`src/rtl/ysyx_23060075_csr_seq_if.sv`:
```
// ysyx_23060075_csr_seq_if: EXU-side request/response bundle for the CSR sequencer
interface ysyx_23060075_csr_seq_if #(
  parameter int ISA_WIDTH = 32,
  parameter int CSR_ADDR_WIDTH = 12
);
  logic req_valid;
  logic req_ready;
  logic [1:0] req_op;
  logic [CSR_ADDR_WIDTH-1:0] req_addr;
  logic [ISA_WIDTH-1:0] req_src;
  logic [ISA_WIDTH-1:0] req_pc;
  logic resp_valid;
  logic [ISA_WIDTH-1:0] resp_rdata;
  logic redirect_en;
  logic [ISA_WIDTH-1:0] redirect_pc;
  modport master (
    output req_valid, req_op, req_addr, req_src, req_pc,
    input req_ready, resp_valid, resp_rdata, redirect_en, redirect_pc
  );
  modport slave (
    input req_valid, req_op, req_addr, req_src, req_pc,
    output req_ready, resp_valid, resp_rdata, redirect_en, redirect_pc
  );
endinterface

```
`src/rtl/ysyx_23060075_csr_seq.sv`:
```
// ysyx_23060075_csr_seq: sequences CSRRW/CSRRS/ECALL/MRET onto the single-port machine CSR file
module ysyx_23060075_csr_seq #(
  parameter int ISA_WIDTH = 32,
  parameter int CSR_ADDR_WIDTH = 12,
  parameter int MCAUSE_ECALL = 11
) (
  input  logic clk,
  input  logic rst,
  ysyx_23060075_csr_seq_if.slave s,
  output logic [CSR_ADDR_WIDTH-1:0] csr_addr,
  output logic [ISA_WIDTH-1:0] csr_w,
  output logic csr_w_en,
  input  logic [ISA_WIDTH-1:0] csr_r
);
  localparam logic [1:0] OP_RS = 2'd1;
  localparam logic [1:0] OP_ECALL = 2'd2;
  localparam logic [1:0] OP_MRET = 2'd3;
  localparam logic [CSR_ADDR_WIDTH-1:0] A_MEPC = CSR_ADDR_WIDTH'(12'h341);
  localparam logic [CSR_ADDR_WIDTH-1:0] A_MCAUSE = CSR_ADDR_WIDTH'(12'h342);
  localparam logic [CSR_ADDR_WIDTH-1:0] A_MTVEC = CSR_ADDR_WIDTH'(12'h305);
  typedef enum logic [2:0] {IDLE, RD, WR, EPC, CAUSE, VEC, MEPC, DONE} state_t;
  state_t state;
  logic [1:0] op;
  logic [CSR_ADDR_WIDTH-1:0] addr;
  logic [ISA_WIDTH-1:0] src;
  logic [ISA_WIDTH-1:0] old;
  // Outputs are registered: each transition loads the values belonging to the state being entered.
  always_ff @(posedge clk or negedge rst) begin
    if (!rst) begin
      state <= IDLE;
      op <= '0;
      addr <= '0;
      src <= '0;
      old <= '0;
      s.req_ready <= 1'b0;
      s.resp_valid <= 1'b0;
      s.resp_rdata <= '0;
      s.redirect_en <= 1'b0;
      s.redirect_pc <= '0;
      csr_addr <= '0;
      csr_w <= '0;
      csr_w_en <= 1'b0;
    end else begin
      s.req_ready <= 1'b0;
      s.resp_valid <= 1'b0;
      s.resp_rdata <= '0;
      s.redirect_en <= 1'b0;
      s.redirect_pc <= '0;
      csr_addr <= '0;
      csr_w <= '0;
      csr_w_en <= 1'b0;
      case (state)
        IDLE: if (s.req_valid && s.req_ready) begin
          op <= s.req_op;
          addr <= s.req_addr;
          src <= s.req_src;
          state <= s.req_op == OP_ECALL ? EPC : s.req_op == OP_MRET ? MEPC : RD;
          csr_addr <= s.req_op == OP_ECALL || s.req_op == OP_MRET ? A_MEPC : s.req_addr;
          csr_w <= s.req_op == OP_ECALL ? s.req_pc & ~ISA_WIDTH'(3) : '0;
          csr_w_en <= s.req_op == OP_ECALL;
        end else s.req_ready <= 1'b1;
        RD: begin
          old <= csr_r;
          state <= WR;
          csr_addr <= addr;
          csr_w <= op == OP_RS ? csr_r | src : src;
          csr_w_en <= op != OP_RS || src != '0;
        end
        WR: begin
          state <= DONE;
          s.resp_valid <= 1'b1;
          s.resp_rdata <= old;
        end
        EPC: begin
          state <= CAUSE;
          csr_addr <= A_MCAUSE;
          csr_w <= ISA_WIDTH'(MCAUSE_ECALL);
          csr_w_en <= 1'b1;
        end
        CAUSE: begin
          state <= VEC;
          csr_addr <= A_MTVEC;
        end
        VEC, MEPC: begin
          state <= DONE;
          s.resp_valid <= 1'b1;
          s.redirect_en <= 1'b1;
          s.redirect_pc <= csr_r;
        end
        DONE: begin
          state <= IDLE;
          s.req_ready <= 1'b1;
        end
      endcase
    end
  end
endmodule

```
`src/flat_wrapper.sv`:
```
// flat-port wrapper written by rule: the top's interface ports become plain ports
module ysyx_23060075_csr_seq_flat 
#(
  parameter int ISA_WIDTH = 32,
  parameter int CSR_ADDR_WIDTH = 12,
  parameter int MCAUSE_ECALL = 11
)
  (clk, rst, csr_addr, csr_w, csr_w_en, csr_r, s_req_valid, s_req_op, s_req_addr, s_req_src, s_req_pc, s_req_ready, s_resp_valid, s_resp_rdata, s_redirect_en, s_redirect_pc);
  ysyx_23060075_csr_seq_if #(.ISA_WIDTH(ISA_WIDTH), .CSR_ADDR_WIDTH(CSR_ADDR_WIDTH)) s_i ();
  input  logic clk;
  input  logic rst;
  output logic [CSR_ADDR_WIDTH-1:0] csr_addr;
  output logic [ISA_WIDTH-1:0] csr_w;
  output logic csr_w_en;
  input  logic [ISA_WIDTH-1:0] csr_r;
  input wire logic [$bits(s_i.req_valid)-1:0] s_req_valid;
  input wire logic [$bits(s_i.req_op)-1:0] s_req_op;
  input wire logic [$bits(s_i.req_addr)-1:0] s_req_addr;
  input wire logic [$bits(s_i.req_src)-1:0] s_req_src;
  input wire logic [$bits(s_i.req_pc)-1:0] s_req_pc;
  output wire logic [$bits(s_i.req_ready)-1:0] s_req_ready;
  output wire logic [$bits(s_i.resp_valid)-1:0] s_resp_valid;
  output wire logic [$bits(s_i.resp_rdata)-1:0] s_resp_rdata;
  output wire logic [$bits(s_i.redirect_en)-1:0] s_redirect_en;
  output wire logic [$bits(s_i.redirect_pc)-1:0] s_redirect_pc;
  assign s_i.req_valid = s_req_valid;
  assign s_i.req_op = s_req_op;
  assign s_i.req_addr = s_req_addr;
  assign s_i.req_src = s_req_src;
  assign s_i.req_pc = s_req_pc;
  assign s_req_ready = s_i.req_ready;
  assign s_resp_valid = s_i.resp_valid;
  assign s_resp_rdata = s_i.resp_rdata;
  assign s_redirect_en = s_i.redirect_en;
  assign s_redirect_pc = s_i.redirect_pc;
  ysyx_23060075_csr_seq #(.ISA_WIDTH(ISA_WIDTH), .CSR_ADDR_WIDTH(CSR_ADDR_WIDTH), .MCAUSE_ECALL(MCAUSE_ECALL)) u_core (.clk(clk), .rst(rst), .s(s_i), .csr_addr(csr_addr), .csr_w(csr_w), .csr_w_en(csr_w_en), .csr_r(csr_r));
endmodule
```
`config.mk`:
```
export PLATFORM = sky130hd
export DESIGN_NAME = ysyx_23060075_csr_seq_flat
export DESIGN_NICKNAME = d
export VERILOG_FILES = /design/src/rtl/ysyx_23060075_csr_seq_if.sv /design/src/rtl/ysyx_23060075_csr_seq.sv /design/src/flat_wrapper.sv
export SDC_FILE = /design/constraint.sdc
export NUM_CORES = 1
export LEC_CHECK = 0
export BUFFER_PORTS_ARGS = -buffer_cell sky130_fd_sc_hd__buf_4
export CAP_MARGIN = 20
export CORE_ASPECT_RATIO = 0.7
export CORE_MARGIN = 8
export CORE_UTILIZATION = 46
export DETAILED_ROUTE_END_ITERATION = 10
export PLACE_DENSITY = 0.76
export SYNTH_ARGS = -nofsm -noshare
export SYNTH_HDL_FRONTEND = slang
export SYNTH_SLANG_ARGS = --single-unit
```
`constraint.sdc`:
```
create_clock -name clk -period 1.7 [get_ports clk]
set_input_delay 0.34 -clock clk [delete_from_list [all_inputs] [get_ports clk]]
set_output_delay 0.34 -clock clk [all_outputs]
set_load 0.1 [all_outputs]
```
-- Word-level counts from Yosys, hierarchy flattened
Cells that the tools add are included.
- register bits: 193
- eq/ne operators: 12
- muxes and demuxes: 19
- bitwise operators: 1
- reduce and logical (&&, ||, !) cells: 8
- operator list (operator ; number):
    $mux W32 ; 5
    $pmux W32 S3 ; 1
    $pmux W12 S4 ; 1
    $or A32 B32 Y32 ; 1
    $reduce_bool A32 Y1 ; 1
    $mux W12 ; 2
    $pmux W3 S6 ; 1
    $eq A3 B3 Y1 const B ; 4
    $mux W3 ; 3
    $eq A3 B2 Y1 const B ; 2
    $eq A2 B2 Y1 const B ; 2
    $mux W1 ; 4
    $ne A2 B1 Y1 const B ; 2
    $eq A3 B1 Y1 const B ; 1
    $logic_not A3 Y1 ; 1
    $pmux W1 S3 ; 1
    $reduce_or A3 Y1 ; 1
    $eq A2 B1 Y1 const B ; 1
    $logic_or A1 B1 Y1 ; 2
    $pmux W1 S2 ; 1
    $reduce_and A2 Y1 ; 1
    $reduce_or A2 Y1 ; 1
    $logic_and A1 B1 Y1 ; 1

-- Longest topological paths before layout
Gate-level depths: netlist of the first run.
- depth in word-level cells: 5
- gate-level depth with buffers: 7
- mapped depth without buffers: 4

-- Least setup slack after synthesis of the first run
Ideal clock, no wire load.
- path type: register -> register
- from: register u_core.s.req_ready
- to: register u_core.addr[1]
- arrival: 2.152 ns
- required time: 1.575 ns
- setup slack: -0.577 ns
- stages on the path, launching flop included: 5
- period minus slack after synthesis: 2.277 ns
- cells stage by stage: dfrtp_1 nand2_1 nor3_4 buf_6 mux2_2
- cells in the longest elaborated chain, start to end: 2
- ends and longest elaborated chain (element ; line ; text):
    start, declared ; ysyx_23060075_csr_seq_if.sv:22 ; output req_ready, resp_valid, resp_rdata, redirect_en, redirect_pc
    start signal, assigned ; ysyx_23060075_csr_seq.sv:35 ; s.req_ready <= 1'b0;
    start signal, assigned ; ysyx_23060075_csr_seq.sv:44 ; s.req_ready <= 1'b0;
    start signal, assigned ; ysyx_23060075_csr_seq.sv:61 ; end else s.req_ready <= 1'b1;
    $logic_and A1 B1 Y1 ; ysyx_23060075_csr_seq.sv:53 ; IDLE: if (s.req_valid && s.req_ready) begin
    $reduce_and A2 Y1 (no line) ; n/a ;
    end signal, assigned ; ysyx_23060075_csr_seq.sv:55 ; addr <= s.req_addr;
    end, declared ; ysyx_23060075_csr_seq.sv:24 ; logic [CSR_ADDR_WIDTH-1:0] addr;
Every way passes these cells.
A chain may end at the register's enable or synchronous reset.

-- Worst setup path in the final report of the first run
- from: register u_core.state[2]
- to: register u_core.csr_w[10]
- cells in the longest elaborated chain, start to end: 2
- elaborated cells between the ends (all ways): 4
- ends and longest elaborated chain (element ; line ; text):
    start, declared ; ysyx_23060075_csr_seq.sv:22 ; state_t state;
    start signal, assigned ; ysyx_23060075_csr_seq.sv:57 ; state <= s.req_op == OP_ECALL ? EPC : s.req_op == OP_MRET ? MEPC : RD;
    $eq A3 B2 Y1, or another cell as far along ; ysyx_23060075_csr_seq.sv:52 ; case (state)
    $pmux W32 S3 * ; ysyx_23060075_csr_seq.sv:52 ;
    end signal, assigned ; ysyx_23060075_csr_seq.sv:59 ; csr_w <= s.req_op == OP_ECALL ? s.req_pc & ~ISA_WIDTH'(3) : '0;
    end signal, assigned ; ysyx_23060075_csr_seq.sv:66 ; csr_w <= op == OP_RS ? csr_r | src : src;
    end signal, assigned ; ysyx_23060075_csr_seq.sv:77 ; csr_w <= ISA_WIDTH'(MCAUSE_ECALL);
    end, declared ; ysyx_23060075_csr_seq.sv:11 ; output logic [ISA_WIDTH-1:0] csr_w,
Every way passes the cells marked *; elsewhere a longest branch is shown, timed or not.

==> impl_metrics.csv, run 1 <==
group,metric,value,unit
outcome,status,"finished, final reports clean",
die,coreArea,0.0154,mm2
die,start_util,0.466,
global_routing,grt_pass1_wl,30700,um
timing,fin_skew,0.00882,ns
timing,report.final.hold_viol_count,0,
placed_design,place_congestion,0.844,
finish,final_cell_mix,"buf_4, dfrtp_1, mux2_2",
clock_tree,cts.sinks,193,
timing,min_period,1.64,ns
timing,drv_slew,0,
global_routing,grt_remaining_overflow,0,
critical_path,end_kind,"flop",
die,design.die.area,0.0199,mm2
synthesis,syn-num-nets,648,
critical_path,critPathRequiredTime,2.02,ns
detailed_routing,drt_iter0_drc,296,
timing,setup_viol,0,
finish,drive_gt1_frac,0.466,
synthesis,ys_seq_area_frac,0.675,
detailed_routing,num_vias,5065,
clock_tree,cts_buffer_depth,2,
synthesis,syn_avg_cell_area,13.4,um2
synthesis,syn_inst,535,
placed_design,dpl.hpwl,15100,um
timing,rsz0062_at_grt,"yes",
timing,tightest_slew,0.411,ns
run,cap_violations,0,
power,p_per_area,2210,mW/mm2
synthesis,yosysUniqueCellTypes,35,
die,io_pins,225,
clock_tree,htree_levels,4,
critical_path,worstPathMaxFanout,16,
die,fp.dieW,165,um
finish,mostFrequentLayoutCell,"buf_4",
clock_tree,cts.clk_slew.worst_paths,0.07,ns
power,power_leakage,4.94,nW
power,ir_drop,1800,uV
detailed_routing,drcViolationCount,0,
finish,final_area,0.00982,mm2
timing,relSlewSlack,0.723,
global_routing,grt_max_degree,50,
placed_design,io_buffers,222,
detailed_routing,via_per_inst,5.15,
timing,min_period_over_period,0.967,
hold_path,hold_class,"primary input to flop",
critical_path,critPathArrivalTime,1.96,ns
detailed_routing,ant_nets,0,
clock_tree,cts-root-buf,"clkbuf_16",
die,die_h,120,um
global_routing,grt_util_all_layers,0.202,
detailed_routing,first_pass_iters,4,
clock_tree,clk_latency,0.43,ns
synthesis,syn-cell-area,0.00715,mm2
timing,fmax,608,MHz
detailed_routing,drt_wl_total,20300,um
critical_path,crit_type,"flop to flop",
synthesis,yosysWarnings,0,
clock_tree,cts_buffers,17,
synthesis,ys_ff_latch,193,
placed_design,placed_area,0.00918,mm2
clock_tree,cts_tree,"built",
die,rows,38,
detailed_routing,routedWlPerCell,20.6,um
finish,diodes,0,
global_routing,grt_pass1_vias,5500,
power,fin_total_pwr,21.7,mW
finish,nNetsFinal,884,
global_routing,antenna_found_initial,0,
critical_path,cp-start-kind,"flop",
finish,syn2layout_area_growth,37.3,%
-- synthesized netlist by cell type (all sizes together) --
cell       n  area share
nor2       9      0.0047
a211oi     2      0.0021
dfrtp    193        0.68
nand4      1     0.00088
o21ai     39       0.027
a221o      2      0.0028
or2        1     0.00088
nand2     42       0.022
mux2      76        0.12
o2bb2ai    1      0.0012
nor3b      1      0.0010
a31oi      2      0.0017
or3        1     0.00088
nand2b     2      0.0017
o22ai      1     0.00088
and3      32       0.028
a21oi     33       0.023
nor4       9       0.011
o21a       1      0.0010
a22o       6      0.0073
nor3       4      0.0044
o21bai     1      0.0010
clkbuf    19       0.010
buf       15       0.016
nor2b      2      0.0017
and2      33       0.029
xor2       1      0.0012
nand3      3      0.0021
inv        3      0.0016
-- per-layer routing --
| metal | routed length [um] | share of wire | track usage | vias to the layer above |
|---|---|---|---|---|
| li1 | - | - | - | 2324 |
| met1 | 8580 | 0.42 | 0.260 | 2545 |
| met2 | 9570 | 0.47 | 0.321 | 177 |
| met3 | 1930 | 0.095 | 0.0737 | 19 |
| met4 | 231 | 0.011 | 0.0516 | 0 |
| met5 | 0 | 0 | 0 | - |
-- power breakdown --
group	switching, mW	internal (mW)
Sequential	0.917	6.29
Clock	1.82	2.07
Combinational	7.84	2.79
-- sequential cells by signal, indices dropped and copies added (netlist names) --
signal,count
u_core.csr_w,32
u_core.old,32
u_core.s.redirect_pc,32
u_core.s.resp_rdata,32
u_core.src,32
u_core.addr,12
u_core.csr_addr,12
u_core.state,3
u_core.op,2
u_core.csr_w_en,1
u_core.s.redirect_en,1
u_core.s.req_ready,1
u_core.s.resp_valid,1
-- final timing paths --
| path | startpoint | to | slack, ns | depth (start not counted) |
|---|---|---|---|---|
| worst max-delay path | u_core.state[2] | u_core.csr_w[10] | 0.06 | 5 |
| worst min-delay path | s_req_pc[8] | u_core.csr_w[8] | 0.11 | 3 |
| worst max register to register | u_core.state[2] | u_core.csr_w[10] | 0.06 | 5 |
| worst min register to register | u_core.old[10] | u_core.s.resp_rdata[10] | 0.47 | 1 |
| max in group asynchronous | rst | u_core.old[27] | 0.70 | 3 |
| min in group asynchronous | rst | u_core.s.resp_rdata[19] | 0.43 | 2 |
-- cell type report --
type                    instances  area [um2]
clock buffers                  17         425
clock inverters                15         151
fillers                      1130        5540
inverters                       3        11.3
multi-input cells             305        2170
flip-flops and latches        193        4830
well taps                     200         250
repair buffers                251        1970
-- what timing repair did --
item	in CTS	in global routing
resized for setup	0	1
endpoints found under the setup margin	0	82
buffers inserted	0	3
endpoints found under the hold margin	44	0
hold buffers	1	0
-- per-stage QoR --
step | worst slack, ns | utilization | setup TNS [ns] | std cells | hold WS [ns]
after CTS | 0.0228 | 0.636 | 0 | 980 | 0.0964
final | 0.0555 | 0.639 | 0 | 984 | 0.107
after detailed placement | 0.0407 | 0.598 | 0 | 947 | 0.323
after global placement | 0.0610 | 0.598 | 0 | 947 | 0.314
after floorplan | -0.0422 | - | -1.67 | 535 | 0.0444
after global routing | -0.0328 | 0.639 | -0.0862 | 984 | 0.102
-- critical path, stage by stage, from the launching register on --
cell	delay [ns]
dfrtp_2	0.49
buf_4	0.24
nor4_4	0.33
buf_4	0.26
nand2_1	0.08
o21ai_0	0.13
-- cells by family after synthesis --
group	count (synthesis)	share of synthesized area
and+or+nand+nor	140	0.108
AOI/OAI and AO/OA	88	0.0686
xor gates and xnor gates	1	0.00122
buffers and inverters	37	0.0273
muxes	76	0.120
DFF	193	0.675
(Power assumes the default switching activity.)
==> inputs of run 2 (changes only) <==
==> constraint.sdc (replaced) <==
create_clock -name clk -period 1.7 [get_ports clk]
set_input_delay 0.34 -clock clk [delete_from_list [all_inputs] [get_ports clk]]
set_output_delay 0.34 -clock clk [all_outputs]
set_load 0.01 [all_outputs]
==> impl_metrics.csv, run 2 (synthesis gave the netlist of run 1 again) <==
group,metric,value,unit
power,p_comb_frac,0.331,
power,p_per_area,1700,mW/mm2
global_routing,grt_util_met3,0.0699,
clock_tree,htree_levels,4,
outcome,status,"finished, final reports clean",
clock_tree,cts-root-buf,"clkbuf_16",
detailed_routing,num_vias,5120,
detailed_routing,ant_nets,0,
global_routing,antenna_found_initial,0,
critical_path,critPathArrivalTime,1.94,ns
finish,syn2layout_area_growth,39.2,%
detailed_routing,drt_wl_total,20200,um
global_routing,grt_pass1_wl,31300,um
power,fin_total_pwr,16.9,mW
finish,final_core_util,0.648,
global_routing,grt-busiest-layer,"met2",
power,ir_drop,1320,uV
timing,tightest_slew,0.604,ns
clock_tree,clk_latency,0.41,ns
finish,mostFrequentLayoutCell,"buf_4",
power,power_leakage,5.01,nW
critical_path,end_kind,"flop",
placed_design,dp_slack,0.0632,ns
detailed_routing,first_pass_iters,4,
critical_path,critPathRequiredTime,2.00,ns
critical_path,cp-start-kind,"flop",
clock_tree,cts_buffers,17,
run,cap_violations,0,
hold_path,hold_class,"primary input to flop",
global_routing,met2_usage,0.325,
timing,fin_skew,0.00891,ns
clock_tree,cts.sinks,193,
detailed_routing,drcViolationCount,0,
finish,final_cell_mix,"buf_4, dfrtp_1, mux2_2",
finish,drive_gt1_frac,0.461,
detailed_routing,routedWlPerCell,20.4,um
detailed_routing,drt_iter0_drc,343,
finish,diodes,0,
power,power.net_switching,5.27,mW
clock_tree,cts.clk_slew.worst_paths,0.07,ns
timing,setup_viol,0,
global_routing,grt_pass1_vias,5591,
critical_path,crit_type,"flop to flop",
timing,fmax,608,MHz
timing,drv_slew,0,
power,seqPwrFrac,0.424,
global_routing,grt_util_all_layers,0.204,
die,io_pins,225,
timing,min_period,1.64,ns
timing,min_period_over_period,0.967,
clock_tree,cts_tree,"built",
die,start_util,0.466,
finish,nNetsFinal,890,
die,design.die.area,0.0199,mm2
die,rows,38,
timing,relSlewSlack,0.597,
detailed_routing,via_per_inst,5.18,
timing,report.final.hold_viol_count,0,
timing,hold_slack,0.130,ns
global_routing,grt_max_degree,47,
power,power_frac_clock,0.244,
finish,layout.cells.non_filler,989,
die,coreArea,0.0154,mm2
timing,worst_slack,0.0557,ns
die,die_h,120,um
critical_path,worstPathMaxFanout,34,
placed_design,io_buffers,222,
global_routing,met1_usage,0.266,
power,swShare,0.312,
placed_design,place_congestion,0.896,
placed_design,dpl.hpwl,15000,um
clock_tree,cts_buffer_depth,2,
power,intPower,11.6,mW
die,fp.dieW,165,um
global_routing,grt_remaining_overflow,0,
placed_design,dp.cells,956,
[run 2: changes by cell type in the layout (fill, tap and decap cells not counted), sizes merged]
cell      before  now
buf          248  255
clkbuf        19   22
clkinvlp       4    1
bufinv         1    3
clkinv         4    2
inv            9    7
[run 2: final cells by class]
cell class	count	area, um2
Fill cell	1136	5400
Tap cell	200	250
Multi-Input combinational cell	305	2160
Sequential cell	193	4830
Timing Repair Buffer	257	2080
Inverter	3	11.3
Clock buffer	21	470
Clock inverter	10	146
[run 2: timing repair]
item,in CTS,in global routing
resized for setup,0,6
endpoints found under the setup margin,0,30
hold buffers,1,0
buffers inserted,0,1
endpoints found under the hold margin,41,0
[run 2: metal layers]
layer	vias to the layer above	part of all wire
li1	2336	-
met1	2568	0.42
met2	199	0.47
met5	-	0
met3	17	0.097
met4	0	0.0099
[run 2: metrics by stage]
stage	setup TNS, ns	area, um2
detailed placement	0	9310
global route	-0.0651	9960
finish	0	9960
floorplan	-0.504	7160
CTS	0	9930
global placement	0	9310
[run 2: final timing paths]
path	slack, ns	end	from	cells after the start
setup / recovery	0.06	u_core.src[15]	u_core.state[0]	4
hold / removal	0.13	u_core.csr_w[10]	s_req_pc[10]	3
setup reg to reg	0.06	u_core.src[15]	u_core.state[0]	4
hold reg to reg	0.47	u_core.s.resp_rdata[23]	u_core.old[23]	1
max in group asynchronous	0.68	u_core.state[2]	rst	3
min in group asynchronous	0.43	u_core.s.redirect_pc[17]	rst	2
[run 2: power by group through the flow]
stage | Sequential (mW) | Combinational, mW | Clock (mW)
CTS | 7.18 | 5.65 | 4.21
global route | 7.36 | 6.05 | 4.41
global placement | 7.15 | 5.43 | 0
floorplan | 7.33 | 2.49 | 0
detailed placement | 7.23 | 5.59 | 0
finish | 7.17 | 5.60 | 4.13
[run 2: worst max-delay path, cell delays in order, from the launching register on]
cell,delay [ns]
dfrtp_1,0.44
or2_4,0.27
nor3_4,0.19
buf_12,0.25
mux2_2,0.37
